[config.mk]
export PLATFORM = sky130hd
export DESIGN_NAME = seven_seg_scan_mux
export DESIGN_NICKNAME = d
export VERILOG_FILES = /design/src/rtl/seven_seg_scan_mux.sv
export SDC_FILE = /design/constraint.sdc
export NUM_CORES = 1
export LEC_CHECK = 0
export BUFFER_PORTS_ARGS = -buffer_cell sky130_fd_sc_hd__buf_4
export CAP_MARGIN = 20
export CORE_AREA = 2 2 88 90
export CTS_CLUSTER_DIAMETER = 150
export DETAILED_ROUTE_END_ITERATION = 10
export DIE_AREA = 0 0 90 92
export GPL_ROUTABILITY_DRIVEN = 1
export GPL_TIMING_DRIVEN = 0
export PLACE_DENSITY = 0.61
export SKIP_LAST_GASP = 1
export SYNTH_ARGS = -nofsm -noshare
export SYNTH_HDL_FRONTEND = slang
export SYNTH_SLANG_ARGS = --single-unit
[constraint.sdc]
create_clock -name clk -period 4.18 [get_ports clk]
set_input_delay 0.418 -clock clk [delete_from_list [all_inputs] [get_ports clk]]
set_output_delay 0.418 -clock clk [all_outputs]
set_load 0.005 [all_outputs]
[src/rtl/seven_seg_scan_mux.sv]
// Four-digit common-anode 7-segment scanner: one shared active-low segment bus,
// per-slot anti-ghosting blank, and inputs shadowed once per frame for coherence.
module seven_seg_scan_mux #(
    parameter int REFRESH_BITS = 18,
    parameter int BLANK_CYCLES = 16
) (
    input  logic       clk,
    input  logic       reset,
    input  logic [7:0] in0,
    input  logic [7:0] in1,
    input  logic [7:0] in2,
    input  logic [7:0] in3,
    input  logic [3:0] digit_en,
    output logic [3:0] an,
    output logic [7:0] sseg,
    output logic       frame_tick
);

    localparam int                OFF_W     = REFRESH_BITS - 2;
    localparam logic [OFF_W-1:0]  BLANK_OFF = OFF_W'(BLANK_CYCLES);

    logic [REFRESH_BITS-1:0] q;
    logic [7:0]              shadow0, shadow1, shadow2, shadow3;

    logic [1:0]       slot_p0;
    logic [OFF_W-1:0] offset_p0;
    logic             wrap_p0;
    logic [7:0]       pat_p0;
    logic [3:0]       an_p0;
    logic [7:0]       sseg_p0;

    // Returns {an, sseg} for one slot; blanked during the slot's leading
    // guard interval or when the digit is disabled.
    function automatic logic [11:0] decode_slot(
        input logic [1:0]       slot,
        input logic [OFF_W-1:0] offset,
        input logic [3:0]       en,
        input logic [7:0]       pat
    );
        logic [3:0] an_v;
        logic [7:0] sseg_v;
        if ((offset < BLANK_OFF) || !en[slot]) begin
            an_v   = 4'b1111;
            sseg_v = 8'hFF;
        end else begin
            an_v   = ~(4'b0001 << slot);
            sseg_v = pat;
        end
        return {an_v, sseg_v};
    endfunction

    // Stage p0: combinational decode of counter position and shadows
    assign slot_p0   = q[REFRESH_BITS-1:REFRESH_BITS-2];
    assign offset_p0 = q[OFF_W-1:0];
    assign wrap_p0   = (q == '1);

    always_comb begin
        pat_p0 = shadow0;
        case (slot_p0)
            2'd0: pat_p0 = shadow0;
            2'd1: pat_p0 = shadow1;
            2'd2: pat_p0 = shadow2;
            2'd3: pat_p0 = shadow3;
            default: pat_p0 = shadow0;
        endcase
    end

    assign {an_p0, sseg_p0} = decode_slot(slot_p0, offset_p0, digit_en, pat_p0);

    // Stage p1: registered outputs, counter and frame shadows
    always_ff @(posedge clk or posedge reset) begin
        if (reset) begin
            q          <= '0;
            shadow0    <= 8'hFF;
            shadow1    <= 8'hFF;
            shadow2    <= 8'hFF;
            shadow3    <= 8'hFF;
            an         <= 4'b1111;
            sseg       <= 8'hFF;
            frame_tick <= 1'b0;
        end else begin
            q          <= q + REFRESH_BITS'(1);
            an         <= an_p0;
            sseg       <= sseg_p0;
            // Registered from q == all-ones so the pulse coincides with q == 0.
            frame_tick <= wrap_p0;
            if (wrap_p0) begin
                shadow0 <= in0;
                shadow1 <= in1;
                shadow2 <= in2;
                shadow3 <= in3;
            end
        end
    end

endmodule

==> out/metrics.cfg, run 1 <==
[finish]
syn_to_final_growth_pct = 25.7
finalNetCount = 281
final_cell_mix = buf_4, dfstp_2, mux2_4, dfrtp_1, clkbuf_8
drive_gt1_frac = 0.684
diodes = 0
layout_commonest_cell = buf_4
num-fill-cells = 679

[cts]
cts_buffers = 9
clk_latency_ns = 0.33
ctsResizeCount = 0
cts_sinks = 63
clk_pin_slew_ns = 0.07
cts_tree = done
hold_buffers = 0
cts_setup_buffers = 0
clk_path_buf_depth = 2
root_buffer = clkbuf_8
htree_levels = 3

[logic_synthesis]
syn_area_sq_um = 2850
synth_edf_count = 0
ys.flop_type = dfstp_2
netlist_instances = 180
synthesis.nets = 219
avgSynthCellArea_sq_um = 15.8
synth_cell_types = 28
async_flop_share = 1.00
synth_top_area_share = 0.406
ys_top_cells_by_area = dfstp_2, dfrtp_1, mux2_4
synth.largest_area_cell = dfstp_2
synth_warnings = 0
ys_seq_area_frac = 0.573
synth_seq_cells = 63

[timing]
min_period_ns = 2.11
setup_tns_ns = 0
setup_viol = 0
hold_slack_ns = 0.104
skew_ns = 0.00671
min_period_over_period = 0.504
hold_violations = 0
timing.slew.headroom = 0.613
rsz0062_at_grt = no
fmax_mhz = 474
slew_violations = 0
tightest_slew_ns = 0.576

[global_route]
grt_use_total = 0.139
grt_pass1_wl_um = 8540
antenna_found_initial = 0
grt_overflow = 0
grt_pass1_vias = 1715
grt_start_max_net_pins = 42

[detailed_routing]
drt_pre_antenna_iters = 4
wl_met1_um = 2340
wl_per_cell_um = 14.5
drc_errors = 0
dr_total_vias = 1633
drt-initial-drc-count = 78
drt-vias-per-instance = 4.68
wl_met3_um = 200
highest_layer = met4
wl_met2_um = 2380
totalWireLength_um = 5050
ant_nets = 0

[power]
p_leak_nw = 1.65
vdd_drop_max_uv = 147
p_per_area_nw_per_um2 = 358

[setup_path]
regToRegEndpoint = sseg[3]
cp-start-kind = flop
rrSetupSlack_ns = 2.07
crit_fanout = 10
crit_start = q[17]
cp-end-kind = flop
required_ns = 4.44
path_class = flop to flop
arrival_ns = 2.36
r2r_cells = 4
reg2reg_from = q[17]
endpoint = sseg[3]

[min_path]
hold_class = input pin to async pin

[run]
maxCapViolCount = 0

[die]
die_x_um = 90
io_pins = 51
rows = 32
fp.dieH_um = 92
core_sq_um = 7450
start_util = 0.383
die_area_sq_um = 8280

[placement]
hpwl_um = 3570
io_buffers = 50
place_congestion = 0.820

[outcome]
outcome = finished, final reports clean

==> metrics by stage <==
step	instance area, sq um	utilization	setup WS [ns]	total power, mW	instances
2_1_floorplan	2850	-	2.27	0.705	180
3_3_place_gp	3350	0.450	1.49	0.747	332
3_5_place_dp	3370	0.453	2.01	0.751	333
4_1_cts	3580	0.481	2.00	1.30	349
5_1_grt	3580	0.481	1.93	1.34	349
6_report	3580	0.481	2.07	1.28	349
==> registers in the layout (all words and copies together), names as in the netlist <==
name,flops
shadow3,8
shadow1,8
frame_tick,1
shadow2,8
an,4
shadow0,8
sseg,8
q,18
==> where the power goes <==
part / internal, mW / leakage, nW / switching, mW
sequential: 0.646 / 0.714 / 0.00994
combinational: 0.0568 / 0.824 / 0.0266
clock: 0.322 / 0.109 / 0.220
==> metal layers <==
| layer | global-route usage | vias to the layer above |
|---|---|---|
| met2 | 0.207 | 38 |
| met3 | 0.0485 | 9 |
| met1 | 0.178 | 828 |
| met4 | 0.0769 | 0 |
| met5 | 0 | - |
| li1 | - | 758 |
==> worst max-delay path, cell delays in order (launching register included) <==
cell      delay (ns)
dfrtp_1         0.33
clkbuf_1        0.35
clkbuf_1        0.51
mux4_2          0.56
or2_2           0.28
==> worst min path at each step <==
stage	start	end	slack [ns]	depth (start not counted)
detailed placement	reset	q[0]	0.47	2
CTS	reset	q[1]	0.10	2
floorplan	q[0]	q[0]	0.44	1
global placement	q[0]	q[0]	0.46	1
global route	reset	q[0]	0.11	2
finish	reset	q[0]	0.10	2
==> Yosys cell counts (3+ instances only) <==
library cell	number
dfstp_2	44
dfrtp_1	19
nand2_1	6
nor4_1	4
mux4_2	9
nand3_1	8
nor2_1	5
or2_2	8
mux2_4	30
nand4_1	4
inv_1	3
xnor2_1	8
buf_12	3
xor2_1	8
==> layout make-up <==
class                      count  area, sq um  share of cell area
inverter                       3         11.3             0.00314
multi-input combinational    104         1100               0.307
timing repair buffer          51          395               0.110
clock buffer                  13          169              0.0472
buffer                        10          106              0.0297
sequential                    63         1630               0.456
tap                          102          128              0.0356
clock inverter                 3         40.0              0.0112
==> kinds of logic after synthesis <==
logic type               count (synthesis)  synth area share
XOR/XNOR                                16            0.0492
adder cells (fa/ha/maj)                  1           0.00439
AND/OR/NAND/NOR                         46            0.0953
buffers and inverters                   13            0.0413
multiplexers                            41             0.237
flip-flops                              63             0.573
(Power assumes the default switching activity.)
==> inputs of run 2 (changes only) <==
ABC_AREA = 1   (was not set)
CORE_AREA = 2 2 89 91   (was 2 2 88 90)
DIE_AREA = 0 0 91 93   (was 0 0 90 92)
clock period = 2.2 ns   (was 4.18 ns; I/O delays follow)
==> run 2 against run 1 <==
  * The run now ends with negative hold slack left
  * Via count increased by 39%
  * Cell area increased by 2.9%
  * Register-to-register slack worse by 1.5 ns
  * Clock skew is 0.0022 ns higher
  * Clock power up 100%
  * Synthesized cell count grew 87%
  * Clock-buffer cell count fell by 4
  * Global-route usage grew 2.5 points
  * Critical path type unchanged
  * Largest cell class unchanged
==> out/metrics.cfg, run 2 <==
[outcome]
outcome = finished, violations left
failed_checks = negative hold slack

[logic_synthesis]
synth_cell_types = 22  ; -21%
ys_top_cells_by_area = dfstp_2, dfrtp_1, nand2_1
synth_most_common_cell = nand2_1
synth_top_area_share = 0.393  ; -0.0124
async_flop_share = 1.00  ; unchanged
ys.flop_type = dfstp_2
synth_edf_count = 0  ; unchanged
synthesis.nets = 376  ; +72%
avgSynthCellArea_sq_um = 8.72  ; -45%
synth_seq_cells = 63  ; unchanged
synth_warnings = 0  ; unchanged
synth_common_cells = nand2_1, nand3_1, dfstp_2
syn_area_sq_um = 2940  ; +3.2%
synth.largest_area_cell = dfstp_2
ys_seq_area_frac = 0.555  ; -0.0176
netlist_instances = 337  ; +87%

[power]
p_per_area_nw_per_um2 = 639  ; +79%
p_leak_nw = 1.82  ; +10%
power_mw = 2.36  ; +84%
vdd_drop_max_uv = 322  ; +120%

[timing]
skew_ns = 0.00891  ; +0.00220 ns
hold_violations = 5  ; +5
min_period_ns = 1.64  ; -0.472 ns
slew_violations = 0  ; unchanged
fmax_mhz = 611  ; +29%
min_period_over_period = 0.743  ; +0.239
tightest_slew_ns = 0.690  ; +0.114 ns
setup_viol = 0  ; unchanged
hold_slack_ns = -0.00773  ; -0.112 ns
timing.slew.headroom = 0.539  ; -0.0732
rsz0062_at_grt = no

[global_route]
grt_use_total = 0.163  ; +0.0246
grt_pass1_vias = 2185  ; +27%
grt_pass1_wl_um = 10700  ; +26%
grt_overflow = 0  ; unchanged
grt_start_max_net_pins = 34  ; -19%
antenna_found_initial = 0  ; unchanged

[finish]
final_cell_area_sq_um = 3680  ; +2.9%
layout_commonest_cell = nand2_1
regMostFlops = q
largest_register_ffs = 18  ; unchanged
final_cell_mix = nand2_1, nand3_1, buf_4, dfstp_2, nor2_1
syn_to_final_growth_pct = 25.3
drive_gt1_frac = 0.329  ; -0.355
finalNetCount = 438  ; +56%
num-fill-cells = 761  ; +12%
diodes = 0  ; unchanged

[cts]
clk_latency_ns = 0.34  ; about the same
cts_buffers = 9  ; unchanged
cts_tree = done
htree_levels = 3  ; unchanged
clk_pin_slew_ns = 0.07  ; about the same
hold_buffers = 0  ; unchanged
root_buffer = clkbuf_8
cts_setup_buffers = 0  ; unchanged
ctsResizeCount = 0  ; unchanged
clk_path_buf_depth = 2  ; unchanged
cts_sinks = 63  ; unchanged

[detailed_routing]
drc_errors = 0  ; unchanged
drt-initial-drc-count = 90  ; +15%
drt-vias-per-instance = 4.50  ; -3.8%
totalWireLength_um = 6340  ; +25%
wl_per_cell_um = 12.5  ; -13%
dr_total_vias = 2277  ; +39%
ant_nets = 0  ; unchanged
drt_pre_antenna_iters = 4  ; unchanged

[setup_path]
crit_fanout = 10  ; unchanged
arrival_ns = 1.91  ; -0.45 ns
cp-end-kind = flop
required_ns = 2.48  ; -1.96 ns
path_class = flop to flop
cp-start-kind = flop

[die]
io_pins = 51  ; unchanged
start_util = 0.390  ; +0.00790
fp.dieH_um = 93  ; +1.1%
core_sq_um = 7530  ; +1.1%
die_x_um = 91  ; +1.1%
rows = 32  ; unchanged
die_area_sq_um = 8460  ; +2.2%

[run]
maxCapViolCount = 0  ; unchanged

[placement]
io_buffers = 50  ; unchanged
place_congestion = 0.800  ; -2.4%
placed_cell_area_sq_um = 3460  ; +2.7%
hpwl_um = 4670  ; +31%

[min_path]
hold_class = input pin to async pin

==> run 2: cell count changes after synthesis, sizes merged, moves of 3 or more <==
cell	delta
clkbuf	+3
inv	+14
mux2	-32
mux4	-9
nand2	+113
nand3	+52
nand4	-3
nor2	+41
nor4	-4
or2	-8
xnor2	-3
==> run 2: logic make-up (layout without fill, tap and decap cells) <==
family,after synthesis,in the layout,synth area share
xor gates and xnor gates,15,15,0.0447
adders and majority gates,1,1,0.00426
buffers and inverters,30,97,0.0558
DFF,63,63,0.555
and+or+nand+nor,228,228,0.340
==> run 2: metrics by stage <==
stage | TNS [ns] | cells | worst slack, ns | utilization | hold slack, ns
after floorplan | 0 | 337 | 0.483 | - | 0.331
after global placement | -6.18 | 489 | -0.327 | 0.457 | 0.448
after detailed placement | 0 | 490 | 0.570 | 0.460 | 0.383
after CTS | 0 | 506 | 0.561 | 0.489 | 0.0101
after global routing | 0 | 506 | 0.443 | 0.489 | 0.0560
final | 0 | 506 | 0.565 | 0.489 | -0.00773
==> run 2: layout make-up <==
| class | instances | area (sq um) | share of cell area |
|---|---|---|---|
| Sequential cell | 63 | 1630 | 0.443 |
| Timing Repair Buffer | 51 | 395 | 0.107 |
| Tap cell | 102 | 128 | 0.0346 |
| Multi-Input combinational cell | 244 | 1140 | 0.310 |
| Clock inverter | 7 | 97.6 | 0.0265 |
| Buffer | 13 | 100 | 0.0272 |
| Clock buffer | 9 | 124 | 0.0336 |
| Inverter | 17 | 63.8 | 0.0173 |
==> run 2: path summary, 6_finish.rpt <==
path / startpoint / endpoint / slack [ns] / depth (start not counted)
min reg2reg: shadow2[1] / shadow2[1] / 0.46 / 2
max reg2reg: q[0] / shadow3[0] / 0.56 / 9
max: q[0] / shadow3[0] / 0.56 / 9
min in group clk: in0[7] / shadow0[7] / 0.10 / 3
max in group asynchronous: reset / shadow3[2] / 1.54 / 3
min: reset / q[8] / -0.008 / 2
==> run 2: worst max-delay path, stage by stage, from the launching register on <==
cell     delay [ns]
dfrtp_1        0.42
ha_1           0.24
nand2_2        0.09
nor2_4         0.14
nand2_4        0.10
nor2_8         0.21
nand2_4        0.10
buf_6          0.15
nand2_1        0.06
nand2_1        0.05
==> run 2: power by group <==
part / total (mW) / switching, mW / internal [mW]
Sequential: 1.16 / 0.000247 / 1.16
Clock: 1.10 / 0.466 / 0.639
Combinational: 0.0862 / 0.0382 / 0.0480
==> run 2: layer usage <==
| layer | part of all wire | wire length, um | vias to the layer above | global-route usage |
|---|---|---|---|---|
| li1 | - | - | 1182 | - |
| met1 | 0.49 | 3080 | 1029 | 0.238 |
| met2 | 0.44 | 2790 | 60 | 0.235 |
| met3 | 0.060 | 378 | 6 | 0.0290 |
| met4 | 0.014 | 89 | 0 | 0.0795 |
| met5 | 0 | 0 | - | 0 |
==> inputs of run 3 (changes only) <==
ABC_AREA = 0   (was 1)
CORE_AREA = 2 2 88 90   (was 2 2 89 91)
DIE_AREA = 0 0 90 92   (was 0 0 91 93)
PLACE_DENSITY = 0.63   (was 0.61)
clock period = 1.4 ns   (was 2.2 ns; I/O delays follow)
==> run 3 against run 2 <==
  * The run ends with negative setup slack left
  * Total power grew 65%
  * Clock-buffer cell count is 2 higher
  * Clock skew is 0.0013 ns lower
  * Largest power group unchanged
  * Critical endpoint is now shadow0[6]
  * Combinational power rose to 3.1 times the previous value
  * Highest routed layer unchanged
  * Sequential cell count unchanged
  * Sequential share of layout area shrank 2.3 points
  * Final cell count decreased by 27%
  * Worst setup slack lost 1.0 ns
  * Global-route usage down 1.7 points
  * Die area fell by 2.2%
  * First-iteration DRC count down 34%
==> out/metrics.cfg, run 3 (same netlist as run 1, synthesis figures left out) <==
[setup_path]
path_cells = ha_2 -> and3_4 -> nand3_4 -> or3_1 -> buf_6 -> clkbuf_16 -> mux2_4
reg2reg_from = q[0]
rrSetupSlack_ns = -0.47  ; -1.03 ns
path_delay_family = simple AND/OR/NAND/NOR gates
required_ns = 1.67  ; -0.81 ns
endpoint = shadow0[6]
r2r_cells = 7  ; -2
cp-end-kind = flop
slowest_stage = dfrtp_1
crit_buf_inv = 2  ; +1
crit_start = q[0]
crit_fanout = 5  ; -5
cpPeakStageDelay_ns = 0.37  ; -0.05 ns
cp-start-kind = flop
crit_cells = 7  ; -2
path_class = flop to flop
arrival_ns = 2.13  ; +0.22 ns
regToRegEndpoint = shadow0[6]

[timing]
min_period_ns = 1.87  ; +0.233 ns
slew_violations = 0  ; unchanged
min_period_over_period = 1.33  ; +0.591
rsz0062_at_grt = yes
skew_ns = 0.00766  ; -0.00125 ns
tightest_slew_ns = 0.590  ; -0.0998 ns
timing.slew.headroom = 0.606  ; +0.0663
fmax_mhz = 535  ; -12%
layout_setup_ws_ns = -0.469  ; -1.03 ns
setup_viol = 47  ; +47
hold_violations = 0  ; -5
setup_tns_ns = -16.01  ; -16.01 ns

[cts]
cts_buffers = 9  ; unchanged
htree_levels = 3  ; unchanged
cts_tree = done
cts_sinks = 63  ; unchanged
clk_latency_ns = 0.34  ; about the same
clk_pin_slew_ns = 0.07  ; about the same
clk_path_buf_depth = 2  ; unchanged
root_buffer = clkbuf_8

[global_route]
grt_start_max_net_pins = 37  ; +8.8%
grt_pass1_vias = 1733  ; -21%
grt_pass1_wl_um = 9000  ; -16%
antenna_found_initial = 0  ; unchanged
grt_overflow = 0  ; unchanged
grt_use_total = 0.146  ; -0.0173

[finish]
seq_area_sq_um = 1630  ; about the same
diodes = 0  ; unchanged
drive_gt1_frac = 0.756  ; +0.426
num-fill-cells = 647  ; -15%
syn_to_final_growth_pct = 36.4
multi_input_area_sq_um = 1170  ; +2.3%
regMostFlops = q
finalNetCount = 300  ; -32%
largest_register_ffs = 18  ; unchanged
layout_commonest_cell = buf_4
final_cell_mix = buf_4, dfstp_2, mux2_4, dfrtp_1, clkbuf_8

[min_path]
hold_class = input pin to flop
hp-start = in3[7]

[power]
vdd_drop_max_uv = 475  ; +48%
p_leak_nw = 1.81  ; -0.75%
p_per_area_nw_per_um2 = 1000  ; +57%

[placement]
pre_cts_slack_ns = -0.585  ; -1.15 ns
hpwl_um = 3700  ; -21%
place_congestion = 0.785  ; -1.9%
io_buffers = 50  ; unchanged

[die]
die_x_um = 90  ; -1.1%
die_area_sq_um = 8280  ; -2.2%
start_util = 0.383  ; -0.00790
core_sq_um = 7450  ; -1.1%
io_pins = 51  ; unchanged
fp.dieH_um = 92  ; -1.1%
rows = 32  ; unchanged

[detailed_routing]
drt-vias-per-instance = 4.64  ; +3.0%
drt_pre_antenna_iters = 4  ; unchanged
wl_per_cell_um = 15.6  ; +25%
drc_errors = 0  ; unchanged
drt-initial-drc-count = 59  ; -34%
totalWireLength_um = 5760  ; -9.1%
ant_nets = 0  ; unchanged
dr_total_vias = 1706  ; -25%

[outcome]
failed_checks = negative setup slack
outcome = finished, violations left

[run]
maxCapViolCount = 0  ; unchanged

[run 3: area by class of cell]
cell class / count / share of cell area
flip-flops and latches: 63 / 0.420
multi-input cells: 105 / 0.301
repair buffers: 70 / 0.151
clock buffers: 11 / 0.0419
plain buffers: 9 / 0.0354
well taps: 102 / 0.0329
clock inverters: 5 / 0.0138
inverters: 3 / 0.00386
[run 3: how the worst min path moves through the flow]
| stage | end | slack [ns] | cells after the start |
|---|---|---|---|
| finish | shadow3[7] | 0.02 | 2 |
| global route | shadow1[7] | 0.002 | 2 |
| CTS | shadow1[0] | 0.007 | 2 |
| detailed placement | q[16] | 0.25 | 2 |
| global placement | shadow1[7] | 0.37 | 2 |
| floorplan | frame_tick | 0.25 | 1 |
[run 3: through the flow]
stage | total power [mW] | hold slack [ns] | area, sq um | util | std cells
floorplan | 2.11 | 0.249 | 2880 | - | 180
global route | 4.07 | 0.00172 | 3880 | 0.522 | 368
CTS | 3.93 | 0.00733 | 3730 | 0.501 | 357
detailed placement | 2.25 | 0.251 | 3400 | 0.456 | 333
global placement | 2.23 | 0.372 | 3380 | 0.454 | 332
finish | 3.89 | 0.0235 | 3880 | 0.522 | 368
[run 3: report_power, final]
group / total [mW] / switching [mW] / leakage, nW / internal [mW]
clock network: 1.67 / 0.694 / 0.114 / 0.972
registers: 1.96 / 0.0304 / 0.712 / 1.93
logic: 0.266 / 0.0870 / 0.979 / 0.179
[run 3: routing by layer]
layer | GRT usage | vias to the layer above | wire (um)
met1 | 0.188 | 854 | 2600
li1 | - | 801 | -
met2 | 0.224 | 41 | 2810
met4 | 0.0885 | 0 | 144
met3 | 0.0362 | 10 | 206
met5 | 0 | - | 0
[run 3: what timing repair did]
item,4_1_cts,5_1_grt
endpoints found under the hold margin,14,0
pin swaps,3,10
resized for setup,11,13
endpoints found under the setup margin,43,52
cloned,0,2
setup buffers,7,11
hold buffers,1,0
